**config.mk**
```make
export PLATFORM = sky130hd
export DESIGN_NAME = pipelined_dmem_bridge
export DESIGN_NICKNAME = d
export VERILOG_FILES = /design/src/rtl/pipelined_dmem_bridge_pkg.sv /design/src/rtl/dmem_bridge_timeout_ctr.sv /design/src/rtl/pipelined_dmem_bridge.sv
export SDC_FILE = /design/constraint.sdc
export NUM_CORES = 1
export LEC_CHECK = 0
export ABC_CLOCK_PERIOD_IN_PS = 4790
export CAP_MARGIN = 20
export CELL_PAD_IN_SITES_DETAIL_PLACEMENT = 1
export CELL_PAD_IN_SITES_GLOBAL_PLACEMENT = 1
export CORE_ASPECT_RATIO = 2
export CORE_MARGIN = 10
export CORE_UTILIZATION = 32
export DETAILED_ROUTE_END_ITERATION = 10
export PLACE_DENSITY_LB_ADDON = 0.1
export REMOVE_ABC_BUFFERS = 1
export SYNTH_ARGS = -nofsm -noshare
export SYNTH_HDL_FRONTEND = slang
export SYNTH_SLANG_ARGS = --single-unit
```
**constraint.sdc**
```tcl
create_clock -name i_clk -period 4.79 [get_ports i_clk]
set_input_delay 0.479 -clock i_clk [delete_from_list [all_inputs] [get_ports i_clk]]
set_output_delay 0.479 -clock i_clk [all_outputs]
set_load 0.005 [all_outputs]
```
**src/rtl/pipelined_dmem_bridge_pkg.sv**
```systemverilog
// Shared type enums for the core and its memory-side blocks, including the data-memory
// bridge state encoding and the word-alignment mask applied to bridge bus addresses.
package pipelined_dmem_bridge_pkg;

    typedef enum logic [3:0] {
        ALU_ADD,
        ALU_SUB,
        ALU_AND,
        ALU_OR,
        ALU_XOR,
        ALU_SLL,
        ALU_SRL,
        ALU_SRA,
        ALU_SLT,
        ALU_SLTU
    } aluop_t;

    typedef enum logic [1:0] {
        IDLE,
        REQ,
        RSP,
        DONE
    } dmem_bridge_state_t;

    localparam logic [31:0] DMEM_BRIDGE_ADDR_ALIGN_MASK = 32'hFFFF_FFFC;

endpackage

```
**src/rtl/dmem_bridge_timeout_ctr.sv**
```systemverilog
// Access watchdog for the data-memory bridge: clears on request launch, counts while
// enabled and flags expiry when the count reaches LIMIT-1.
module dmem_bridge_timeout_ctr #(
    parameter int LIMIT = 64
) (
    input  logic clk,
    input  logic rst_n,
    input  logic clear,
    input  logic enable,
    output logic expire
);

    localparam int CNT_W = $clog2(LIMIT) + 1;

    logic [CNT_W-1:0] count_reg;

    always_ff @(posedge clk or negedge rst_n) begin
        if (!rst_n) begin
            count_reg <= '0;
        end else if (clear) begin
            count_reg <= '0;
        end else if (enable) begin
            count_reg <= count_reg + 1'b1;
        end
    end

    assign expire = (count_reg == CNT_W'(LIMIT - 1));

endmodule

```
**src/rtl/pipelined_dmem_bridge.sv**
```systemverilog
// Converts the MEM-stage strobe port into a valid/ready request + response-valid bus,
// stalling the core while an access is in flight. Optional watchdog: DMEM_BRIDGE_TIMEOUT_EN.
module pipelined_dmem_bridge
    import pipelined_dmem_bridge_pkg::*;
#(
    parameter int WIDTH          = 32,
    parameter int TIMEOUT_CYCLES = 64
) (
    input  logic             i_clk,
    input  logic             i_reset,
    input  logic [WIDTH-1:0] i_addr,
    input  logic [WIDTH-1:0] i_wdata,
    input  logic [3:0]       i_byteen,
    input  logic             i_we,
    input  logic             i_re,
    output logic [WIDTH-1:0] o_rdata,
    output logic             o_stall,
    output logic             o_err,
    output logic             o_bus_req_valid,
    input  logic             i_bus_req_ready,
    output logic [WIDTH-1:0] o_bus_addr,
    output logic [WIDTH-1:0] o_bus_wdata,
    output logic [3:0]       o_bus_wstrb,
    output logic             o_bus_we,
    input  logic             i_bus_rsp_valid,
    input  logic [WIDTH-1:0] i_bus_rsp_data,
    input  logic             i_bus_rsp_err
);

    dmem_bridge_state_t state_reg, state_next;

    logic [WIDTH-1:0] addr_reg, addr_next;
    logic [WIDTH-1:0] wdata_reg, wdata_next;
    logic [3:0]       wstrb_reg, wstrb_next;
    logic             we_reg, we_next;
    logic [WIDTH-1:0] rdata_reg, rdata_next;
    logic             err_reg, err_next;

    logic ctr_clear;
    logic ctr_en;
    logic expire;

`ifdef DMEM_BRIDGE_TIMEOUT_EN
    dmem_bridge_timeout_ctr #(
        .LIMIT (TIMEOUT_CYCLES)
    ) u_timeout_ctr (
        .clk    (i_clk),
        .rst_n  (i_reset),
        .clear  (ctr_clear),
        .enable (ctr_en),
        .expire (expire)
    );
`else
    logic unused_timeout;
    assign expire         = 1'b0;
    assign unused_timeout = ctr_clear ^ ctr_en ^ (TIMEOUT_CYCLES != 0);
`endif

    always_ff @(posedge i_clk or negedge i_reset) begin
        if (!i_reset) begin
            state_reg <= IDLE;
            addr_reg  <= '0;
            wdata_reg <= '0;
            wstrb_reg <= '0;
            we_reg    <= 1'b0;
            rdata_reg <= '0;
            err_reg   <= 1'b0;
        end else begin
            state_reg <= state_next;
            addr_reg  <= addr_next;
            wdata_reg <= wdata_next;
            wstrb_reg <= wstrb_next;
            we_reg    <= we_next;
            rdata_reg <= rdata_next;
            err_reg   <= err_next;
        end
    end

    always_comb begin
        state_next      = state_reg;
        addr_next       = addr_reg;
        wdata_next      = wdata_reg;
        wstrb_next      = wstrb_reg;
        we_next         = we_reg;
        rdata_next      = rdata_reg;
        err_next        = err_reg;
        o_stall         = 1'b0;
        o_bus_req_valid = 1'b0;
        ctr_clear       = 1'b0;
        ctr_en          = 1'b0;

        case (state_reg)
            IDLE: begin
                if (i_re || i_we) begin
                    o_stall    = 1'b1;
                    addr_next  = i_addr;
                    wdata_next = i_wdata;
                    wstrb_next = i_we ? i_byteen : 4'b0000;
                    we_next    = i_we;
                    ctr_clear  = 1'b1;
                    state_next = REQ;
                end
            end
            REQ: begin
                o_stall = 1'b1;
                ctr_en  = 1'b1;
                // Withdraw valid on the expiring cycle so an aborted access is never accepted.
                if (expire) begin
                    rdata_next = '0;
                    err_next   = 1'b1;
                    state_next = DONE;
                end else begin
                    o_bus_req_valid = 1'b1;
                    if (i_bus_req_ready) begin
                        state_next = RSP;
                    end
                end
            end
            RSP: begin
                o_stall = 1'b1;
                ctr_en  = 1'b1;
                if (i_bus_rsp_valid) begin
                    rdata_next = i_bus_rsp_err ? '0 : i_bus_rsp_data;
                    err_next   = i_bus_rsp_err;
                    state_next = DONE;
                end else if (expire) begin
                    rdata_next = '0;
                    err_next   = 1'b1;
                    state_next = DONE;
                end
            end
            DONE: begin
                state_next = IDLE;
            end
            default: begin
                state_next = IDLE;
            end
        endcase
    end

    assign o_rdata     = rdata_reg;
    assign o_err       = (state_reg == DONE) && err_reg;
    assign o_bus_addr  = addr_reg & WIDTH'(DMEM_BRIDGE_ADDR_ALIGN_MASK);
    assign o_bus_wdata = wdata_reg;
    assign o_bus_wstrb = wstrb_reg;
    assign o_bus_we    = we_reg;

endmodule

```
==> impl_metrics.csv, run 1 <==
group,metric,value,unit
run_status,outcome,"finished clean",
critical_path,critPathKind,"reg2out",
routing,routed_wl,12.8,mm
placement,port_buffers,206,
sta,finalHoldViolations,0,
critical_path,crit_required,4.31,ns
logic_synthesis,avgSynthCellArea,12.9,um2
grt,grt_pass1_vias,3491,
clock_tree,path_clk_slew,0.07,ns
logic_synthesis,synth_area,0.00409,mm2
routing,dr.pass1.iters,2,
sta,totalNegativeSetupSlack,0,ns
die,core,0.0126,mm2
power,power_density,618,mW/mm2
sta,setup_ws,2.25,ns
sta,rsz0062_at_grt,"false",
routing,vias,3055,
layout,nNetsFinal,628,
power,switching_share,29.3,%
routing,viasPerCell,4.55,
sta,fin_crit,2.54,ns
die,die_h,180,um
layout,final_cell_mix,"205 x clkdlybuf4s50_1, 102 x dfrtp_1, 49 x mux2_2",
placement,post-place-ws,2.18,ns
routing,drc_errors,0,
grt,grt-ovfl-total,0,
critical_path,r2r-start,"state_reg[0]",
job,max-cap-violations,0,
critical_path,cp.arrival,2.06,ns
power,vdd_drop_max,0.000277,V
power,leakage,2.77,nW
grt,antenna_found_initial,1,
die,start_util,32.6,%
routing,wl_per_cell,19.1,um
power,power_frac_clock,18.0,%
routing,first_iter_violations,53,
die,die_w,99.9,um
layout,fillers,1336,
clock_tree,postCtsResizedCells,0,
placement,dp_hpwl,9.92,mm
layout,final_common_cell,"clkdlybuf4s50_1",
grt,grt_usage,14.3,%
die,die_area,0.0180,mm2
die,ios,211,
power,power.internal,2.86,mW
logic_synthesis,synth_seq_cells,102,
grt,groute.layer.met1.usage,14.5,%
grt,grt_max_degree,68,
logic_synthesis,syn_inst,316,
clock_tree,cts_tree,"yes",
power,seq_power_share,37.2,%
sta,post-route-period-util,53.0,%
grt,use_met3,5.57,%
logic_synthesis,yosys_warnings,0,
power,p_sw,1.18,mW
logic_synthesis,seq_area_frac_synth,62.4,%
clock_tree,cts-htree-levels,3,
sta,tightest_slew,0.893,ns
critical_path,crit_start,"state_reg[0]",
critical_path,end_kind,"output pin",
clock_tree,clk_latency,0.34,ns
clock_tree,clock-root-buffer,"clkbuf_16",
sta,fmaxAchievable,394,MHz
grt,busiest_layer,"met2",
min_path,worstHoldPathType,"in2async",
routing,ant_nets,0,
layout,area_growth,59.8,%
clock_tree,cts_hold_buf,0,
layout,instances_no_fill,671,
clock_tree,clock_sinks,102,
sta,finClkSkew,0.00552,ns
placement,finalWeightedCongestion,0.683,
power,power_frac_comb,44.8,%
die,fp-row-count,58,
clock_tree,clockBufferDepth,2,
sta,fin_hold_ws,0.183,ns
sta,final_max_slew_viol_count,0,
critical_path,crit_fanout,8,
clock_tree,cts_made_buffers,9,
clock_tree,post_cts_buffers,0,
logic_synthesis,synth.distinct_cells,23,
sta,max-slew-margin-rel,40.3,%
critical_path,crit_path_start_kind,"flip-flop",
sta,setup_violations,0,
layout,drive_gt1_share,13.3,%
grt,met2_usage,24.7,%
grt,grt_pass1_wl,20.1,mm
placement,dp_cells,654,
## metrics by stage
stage / power [mW] / area (um2) / utilization [%]
4_1_cts: 4.13 / 6510 / 51.9
5_1_grt: 4.34 / 6540 / 52.1
6_report: 4.04 / 6540 / 52.1
2_1_floorplan: 2.15 / 3960 / -
3_5_place_dp: 3.38 / 6220 / 49.6
3_3_place_gp: 3.29 / 6220 / 49.6
## power groups by stage
| stage | Sequential [mW] | Combinational [mW] | Clock (mW) |
|---|---|---|---|
| CTS | 1.51 | 1.86 | 0.756 |
| finish | 1.50 | 1.81 | 0.727 |
| global route | 1.56 | 1.98 | 0.795 |
| detailed placement | 1.53 | 1.85 | 0 |
| global placement | 1.49 | 1.80 | 0 |
| floorplan | 1.54 | 0.603 | 0 |
## cell families (layout without fill, tap and decap cells)
kind of cell	count (synthesis)	in the layout	synth area share, %
other	1	3	0.0917
adders and majority gates	5	5	1.53
buffers and inverters	25	228	3.67
AOI/OAI and AO/OA	36	36	4.89
muxes	64	64	17.6
and+or+nand+nor	83	83	9.82
DFF	102	102	62.4
## layout make-up
cell class	instances	area (um2)	area share [%]
antenna	1	2.50	0.0383
clock buffer	10	229	3.50
tap	150	188	2.87
timing repair buffer	209	2090	32.1
clock inverter	5	60.1	0.919
sequential	102	2550	39.1
multi-input combinational	190	1390	21.3
inverter	4	15.0	0.230
## metal layers
layer | vias up | routed length, um
met3 | 15 | 1290
li1 | 1441 | -
met2 | 118 | 6880
met1 | 1481 | 4330
met5 | - | 0
met4 | 0 | 333
## synthesized netlist by cell type
cell type	number	area, um2
clkbuf_1	6	22.5
o21ai_4	1	16.3
nand2b_1	32	200
nor2_1	1	3.75
dfrtp_1	102	2550
buf_2	3	15.0
mux2_2	49	552
inv_1	4	15.0
a21oi_1	1	5.00
a221oi_1	1	8.76
nor2b_1	1	6.26
mux2i_1	1	10.0
ha_1	5	62.6
buf_1	1	3.75
conb_1	1	3.75
and2_1	1	6.26
nand2_1	44	165
mux2_1	14	158
nand3_1	4	20.0
buf_6	3	33.8
o32a_1	1	10.0
buf_4	8	60.1
o21ai_0	32	160
## worst paths after layout
path                                   end  slack, ns  cells after the start
setup / recovery                   o_stall       2.25                      5
hold / removal             o_bus_wdata[12]       0.18                      1
setup reg to reg              addr_reg[28]       2.55                      5
hold reg to reg             o_bus_wstrb[0]       0.47                      2
max in group asynchronous   o_bus_wdata[2]       3.48                      2
min in group i_clk          o_bus_wstrb[0]       0.47                      2
## critical path, stage by stage (launching register included)
cell and delay (ns):
dfrtp_1 0.44, inv_1 0.11, ha_1 0.37, o21ai_4 0.10
a21oi_1 0.16, clkdlybuf4s50_1 0.54
Note: power is estimated with default switching activity, not from simulation.
==> run 2: changes to the inputs <==
--- a/config.mk
+++ b/config.mk
@@ -5,13 +5,13 @@
 export SDC_FILE = /design/constraint.sdc
 export NUM_CORES = 1
 export LEC_CHECK = 0
-export ABC_CLOCK_PERIOD_IN_PS = 4790
+export ABC_CLOCK_PERIOD_IN_PS = 2600
 export CAP_MARGIN = 20
 export CELL_PAD_IN_SITES_DETAIL_PLACEMENT = 1
 export CELL_PAD_IN_SITES_GLOBAL_PLACEMENT = 1
 export CORE_ASPECT_RATIO = 2
 export CORE_MARGIN = 10
-export CORE_UTILIZATION = 32
+export CORE_UTILIZATION = 30
 export DETAILED_ROUTE_END_ITERATION = 10
 export PLACE_DENSITY_LB_ADDON = 0.1
 export REMOVE_ABC_BUFFERS = 1
==> constraint.sdc (replaced) <==
create_clock -name i_clk -period 2.6 [get_ports i_clk]
set_input_delay 0.26 -clock i_clk [delete_from_list [all_inputs] [get_ports i_clk]]
set_output_delay 0.26 -clock i_clk [all_outputs]
set_load 0.005 [all_outputs]
==> run 2 against run 1 <==
First-iteration DRC count shrank 23%. Sequential power up 83%. Non-clock buffer count up 2. Sequential share of layout area down 0.31 points. Combinational power rose by 85%. Via count about the same. Wire length grew 1.1%. Flip-flop and latch count unchanged. Cell count grew 1.0%. Setup slack lost 2.0 ns. Total power grew 86%.
==> impl_metrics.csv, run 2 (synthesis results as in run 1) <==
group,metric,value,unit
die,ios,211,
critical_path,crit_slowest_cell,"clkdlybuf4s50_1",
die,die_area,0.0190,mm2
grt,grt_pass1_vias,3400,
placement,dp_hpwl,10.1,mm
power,power_frac_clock,18.6,%
grt,grt_max_degree,70,
layout,final_common_cell,"clkdlybuf4s50_1",
clock_tree,clock_sinks,102,
placement,dp_cells,661,
critical_path,crit_start,"state_reg[0]",
clock_tree,cts-htree-levels,3,
sta,fin_crit,2.39,ns
run_status,outcome,"finished clean",
critical_path,r2r-end,"o_rdata[21]",
power,switching_share,29.3,%
grt,grt_pass1_wl,19.8,mm
power,power_frac_comb,44.7,%
die,die_h,185,um
grt,grt_usage,13.6,%
grt,grt-ovfl-total,0,
routing,wl_per_cell,19.1,um
critical_path,path_cells,"inv_1 > ha_1 > o21ai_4 > a21oi_1 > clkdlybuf4s50_1",
die,die_w,103,um
routing,dr.pass1.iters,4,
clock_tree,post_cts_buffers,0,
clock_tree,path_clk_slew,0.08,ns
sta,rsz0062_at_grt,"false",
placement,finalWeightedCongestion,0.663,
power,vdd_drop_max,0.000431,V
clock_tree,clock-root-buffer,"clkbuf_16",
sta,final_max_slew_viol_count,0,
power,power.internal,5.30,mW
layout,instances_no_fill,678,
clock_tree,clk_latency,0.34,ns
sta,finalHoldViolations,0,
layout,fin_area,0.00659,mm2
min_path,worstHoldPathType,"in2async",
layout,final_cell_mix,"205 x clkdlybuf4s50_1, 102 x dfrtp_1, 49 x mux2_2",
die,fp-row-count,60,
critical_path,critPathKind,"reg2out",
job,max-cap-violations,0,
layout,nNetsFinal,630,
clock_tree,cts_tree,"yes",
critical_path,crit_required,2.34,ns
sta,max-slew-margin-rel,40.6,%
placement,placed_area,0.00627,mm2
routing,vias,3054,
sta,totalNegativeSetupSlack,0,ns
power,p_sw,2.20,mW
sta,finClkSkew,0.0117,ns
critical_path,crit_end,"o_stall",
layout,drive_gt1_share,13.8,%
critical_path,cp.arrival,2.13,ns
layout,fillers,1409,
power,seq_power_share,36.7,%
sta,fmaxAchievable,419,MHz
critical_path,crit_fanout,8,
power,power_density,1140,mW/mm2
grt,antenna_found_initial,0,
routing,routed_wl,13.0,mm
layout,diodes,0,
routing,first_iter_violations,41,
critical_path,cpPeakStageDelay,0.55,ns
placement,port_buffers,206,
layout,area_growth,61.1,%
clock_tree,clockBufferDepth,2,
critical_path,r2r-start,"state_reg[0]",
routing,viasPerCell,4.50,
critical_path,end_kind,"output pin",
sta,setup_violations,0,
critical_path,r2r_cells,5,
power,leakage,2.80,nW
routing,ant_nets,0,
die,core,0.0134,mm2
die,start_util,30.4,%
sta,tightest_slew,0.888,ns
routing,drc_errors,0,
sta,post-route-period-util,91.9,%
critical_path,crit_path_start_kind,"flip-flop",
clock_tree,cts_made_buffers,9,
critical_path,rrSetupSlack,0.67,ns
[run 2: final cells by class]
type,instances,area [um2],area share [%]
Clock inverter,6,68.8,1.04
Inverter,4,15.0,0.228
Multi-Input combinational cell,190,1390,21.2
Clock buffer,10,239,3.63
Tap cell,155,194,2.94
Timing Repair Buffer,211,2120,32.3
Sequential cell,102,2550,38.7
[run 2: per-layer routing]
metal  vias up  GRT usage, %  wire length (um)
li1       1451             -                 -
met3        17          4.40              1180
met1      1463          14.5              4600
met2       123          24.1              6940
met4         0          4.82               238
met5         -             0                 0
[run 2: critical path, delay by kind of cell (launching register included)]
| family | cells | cell delay (ns) |
|---|---|---|
| AO/OA/AOI/OAI | 2 | 0.31 |
| adder cells (fa/ha/maj) | 1 | 0.37 |
| buffers and inverters | 2 | 0.67 |
| flip-flops | 1 | 0.44 |
[run 2: power groups by stage]
stage / logic (mW) / clock network [mW] / registers, mW
after floorplan: 1.11 / 0 / 2.84
after global placement: 3.37 / 0 / 2.74
after detailed placement: 3.44 / 0 / 2.80
after CTS: 3.46 / 1.45 / 2.77
after global routing: 3.65 / 1.52 / 2.86
final: 3.35 / 1.40 / 2.75
[run 2: repair_timing]
item	4_1_cts	5_1_grt
hold buffers	1	0
hold endpoints to repair	33	0
gates resized for setup	0	0
[run 2: how the worst min path moves through the flow]
| stage | endpoint | slack (ns) | cells past startpoint |
|---|---|---|---|
| 2_1_floorplan | addr_reg[10] | -0.04 | 0 |
| 3_5_place_dp | addr_reg[7] | 0.25 | 1 |
| 3_3_place_gp | addr_reg[7] | 0.25 | 1 |
| 6_report | addr_reg[7] | 0.41 | 2 |
| 4_1_cts | addr_reg[7] | 0.42 | 2 |
| 5_1_grt | o_bus_wdata[31] | 0.46 | 2 |
[run 2: metrics by stage]
| step | utilization [%] | hold slack (ns) | power (mW) | setup WS, ns |
|---|---|---|---|---|
| finish | 49.0 | 0.411 | 7.50 | 0.211 |
| global route | 49.0 | 0.462 | 8.02 | 0.121 |
| CTS | 49.0 | 0.420 | 7.67 | 0.180 |
| detailed placement | 46.7 | 0.247 | 6.24 | 0.579 |
| global placement | 46.7 | 0.247 | 6.11 | 0.629 |
| floorplan | - | -0.0356 | 3.95 | 0.489 |
==> run 3: changes to the inputs <==
--- a/config.mk
+++ b/config.mk
@@ -5,13 +5,13 @@
 export SDC_FILE = /design/constraint.sdc
 export NUM_CORES = 1
 export LEC_CHECK = 0
-export ABC_CLOCK_PERIOD_IN_PS = 2600
+export ABC_CLOCK_PERIOD_IN_PS = 2050
 export CAP_MARGIN = 20
 export CELL_PAD_IN_SITES_DETAIL_PLACEMENT = 1
 export CELL_PAD_IN_SITES_GLOBAL_PLACEMENT = 1
-export CORE_ASPECT_RATIO = 2
+export CORE_ASPECT_RATIO = 0.9
 export CORE_MARGIN = 10
-export CORE_UTILIZATION = 30
+export CORE_UTILIZATION = 27
 export DETAILED_ROUTE_END_ITERATION = 10
 export PLACE_DENSITY_LB_ADDON = 0.1
 export REMOVE_ABC_BUFFERS = 1
==> constraint.sdc (replaced) <==
create_clock -name i_clk -period 2.05 [get_ports i_clk]
set_input_delay 0.205 -clock i_clk [delete_from_list [all_inputs] [get_ports i_clk]]
set_output_delay 0.205 -clock i_clk [all_outputs]
set_load 0.005 [all_outputs]
==> run 3 against run 2 <==
Clock power is 29% higher. Register-to-register slack lost 0.21 ns. Non-clock buffer count grew 6. Total power is 29% higher. Setup slack lost 0.035 ns. Combinational power up 30%. Final area up 1.8%. Critical path type unchanged. Critical endpoint is now o_err. Largest cell class unchanged.
==> impl_metrics.csv, run 3 (synthesis results as in run 1) <==
group,metric,value,unit
layout,diodes,0,
sta,finalHoldViolations,0,
power,power_density,1440,mW/mm2
sta,rsz0062_at_grt,"false",
sta,post-route-period-util,91.4,%
die,ios,211,
sta,fin_crit,1.87,ns
sta,final_max_slew_viol_count,0,
clock_tree,cts_made_buffers,9,
grt,grt_max_degree,103,
sta,tightest_slew,0.557,ns
sta,finClkSkew,0.0110,ns
layout,area_growth,64.0,%
clock_tree,clk_latency,0.36,ns
layout,drive_gt1_share,15.3,%
job,max-cap-violations,0,
power,vdd_drop_max,0.000633,V
clock_tree,cts-htree-levels,3,
die,die_area,0.0205,mm2
grt,grt_usage,12.4,%
run_status,outcome,"finished clean",
grt,antenna_found_initial,0,
sta,setup_ws,0.176,ns
die,core,0.0148,mm2
min_path,worstHoldPathType,"in2reg",
clock_tree,cts_tree,"yes",
grt,grt-ovfl-total,0,
routing,routed_wl,13.0,mm
placement,post-place-ws,0.287,ns
die,fp-row-count,42,
layout,final_cell_mix,"204 x clkdlybuf4s50_1, 102 x dfrtp_1, 49 x mux2_2",
clock_tree,clock-root-buffer,"clkbuf_16",
die,die_w,150,um
die,start_util,27.7,%
clock_tree,path_clk_slew,0.07,ns
layout,final_common_cell,"clkdlybuf4s50_1",
critical_path,crit_fanout,4,
placement,dp_hpwl,9.80,mm
clock_tree,clockBufferDepth,2,
critical_path,rrSetupSlack,0.46,ns
critical_path,end_kind,"output pin",
placement,finalWeightedCongestion,0.722,
power,finalPower,9.65,mW
power,leakage,2.84,nW
clock_tree,clock_sinks,102,
die,die_h,137,um
critical_path,cp.arrival,1.67,ns
routing,ant_nets,0,
routing,first_iter_violations,53,
routing,vias,3095,
sta,max-slew-margin-rel,62.9,%
routing,wl_per_cell,17.9,um
grt,grt_pass1_wl,19.4,mm
routing,viasPerCell,4.26,
placement,port_buffers,206,
layout,nNetsFinal,636,
sta,fmaxAchievable,534,MHz
grt,grt_pass1_vias,3249,
sta,setup_violations,0,
routing,dr.pass1.iters,3,
critical_path,crit_path_start_kind,"flip-flop",
routing,drc_errors,0,
critical_path,critPathKind,"reg2out",
critical_path,crit_required,1.85,ns
[run 3: cell types whose count changed in the layout (fill, tap and decap cells not counted), moves of 2 or more]
cell / previous run / this run
buf_4: 3 / 9
inv_1: 4 / 2
inv_2: 0 / 2
inv_8: 0 / 2
[run 3: critical path, cell delays in order, from the launching register on]
cell,delay [ns]
dfrtp_1,0.39
buf_4,0.16
ha_1,0.20
and2_1,0.14
clkdlybuf4s50_1,0.44
[run 3: worst paths after layout]
kind,start,to,cells after the start
max,state_reg[0],o_err,4
min,i_bus_rsp_data[5],o_rdata[5],3
max reg2reg,state_reg[0],state_reg[1],5
min reg2reg,o_bus_wstrb[0],o_bus_wstrb[0],2
max in group asynchronous,i_reset,o_rdata[2],3
min in group asynchronous,i_reset,o_bus_wdata[10],3
[run 3: power breakdown]
part	switching [mW]	internal, mW
sequential	0.470	3.01
clock	0.832	0.978
combinational	1.57	2.79
total	2.87	6.78
[run 3: what timing repair did]
| action | in CTS | in global routing |
|---|---|---|
| setup buffers | 1 | 1 |
| endpoints found under the setup margin | 1 | 1 |
| gates resized for setup | 3 | 2 |
| hold buffers | 1 | 0 |
| hold endpoints to repair | 102 | 0 |
[run 3: per-stage QoR]
stage	hold WS [ns]	instances	instance area (um2)	utilization, %	setup TNS [ns]
after floorplan	-0.0906	296	3960	-	-0.0610
after global placement	0.329	708	6350	43.0	0
after detailed placement	0.331	708	6350	43.0	0
after CTS	0.393	726	6700	45.3	0
after global routing	0.410	727	6710	45.4	0
final	0.413	727	6710	45.4	0
[run 3: metal layers]
layer,global-route usage (%),routed length (um),vias up
met1,14.0,5260,1480
met4,4.05,152,0
met5,0,0,-
met2,18.8,5870,137
met3,7.86,1760,10
li1,-,-,1468
[run 3: final cells by class]
| class | count | area, um2 |
|---|---|---|
| clock buffer | 9 | 225 |
| timing repair buffer | 217 | 2170 |
| sequential | 102 | 2550 |
| multi-input combinational | 190 | 1410 |
| tap | 198 | 248 |
| fill | 1533 | 8060 |
| clock inverter | 7 | 87.6 |
| inverter | 4 | 15.0 |
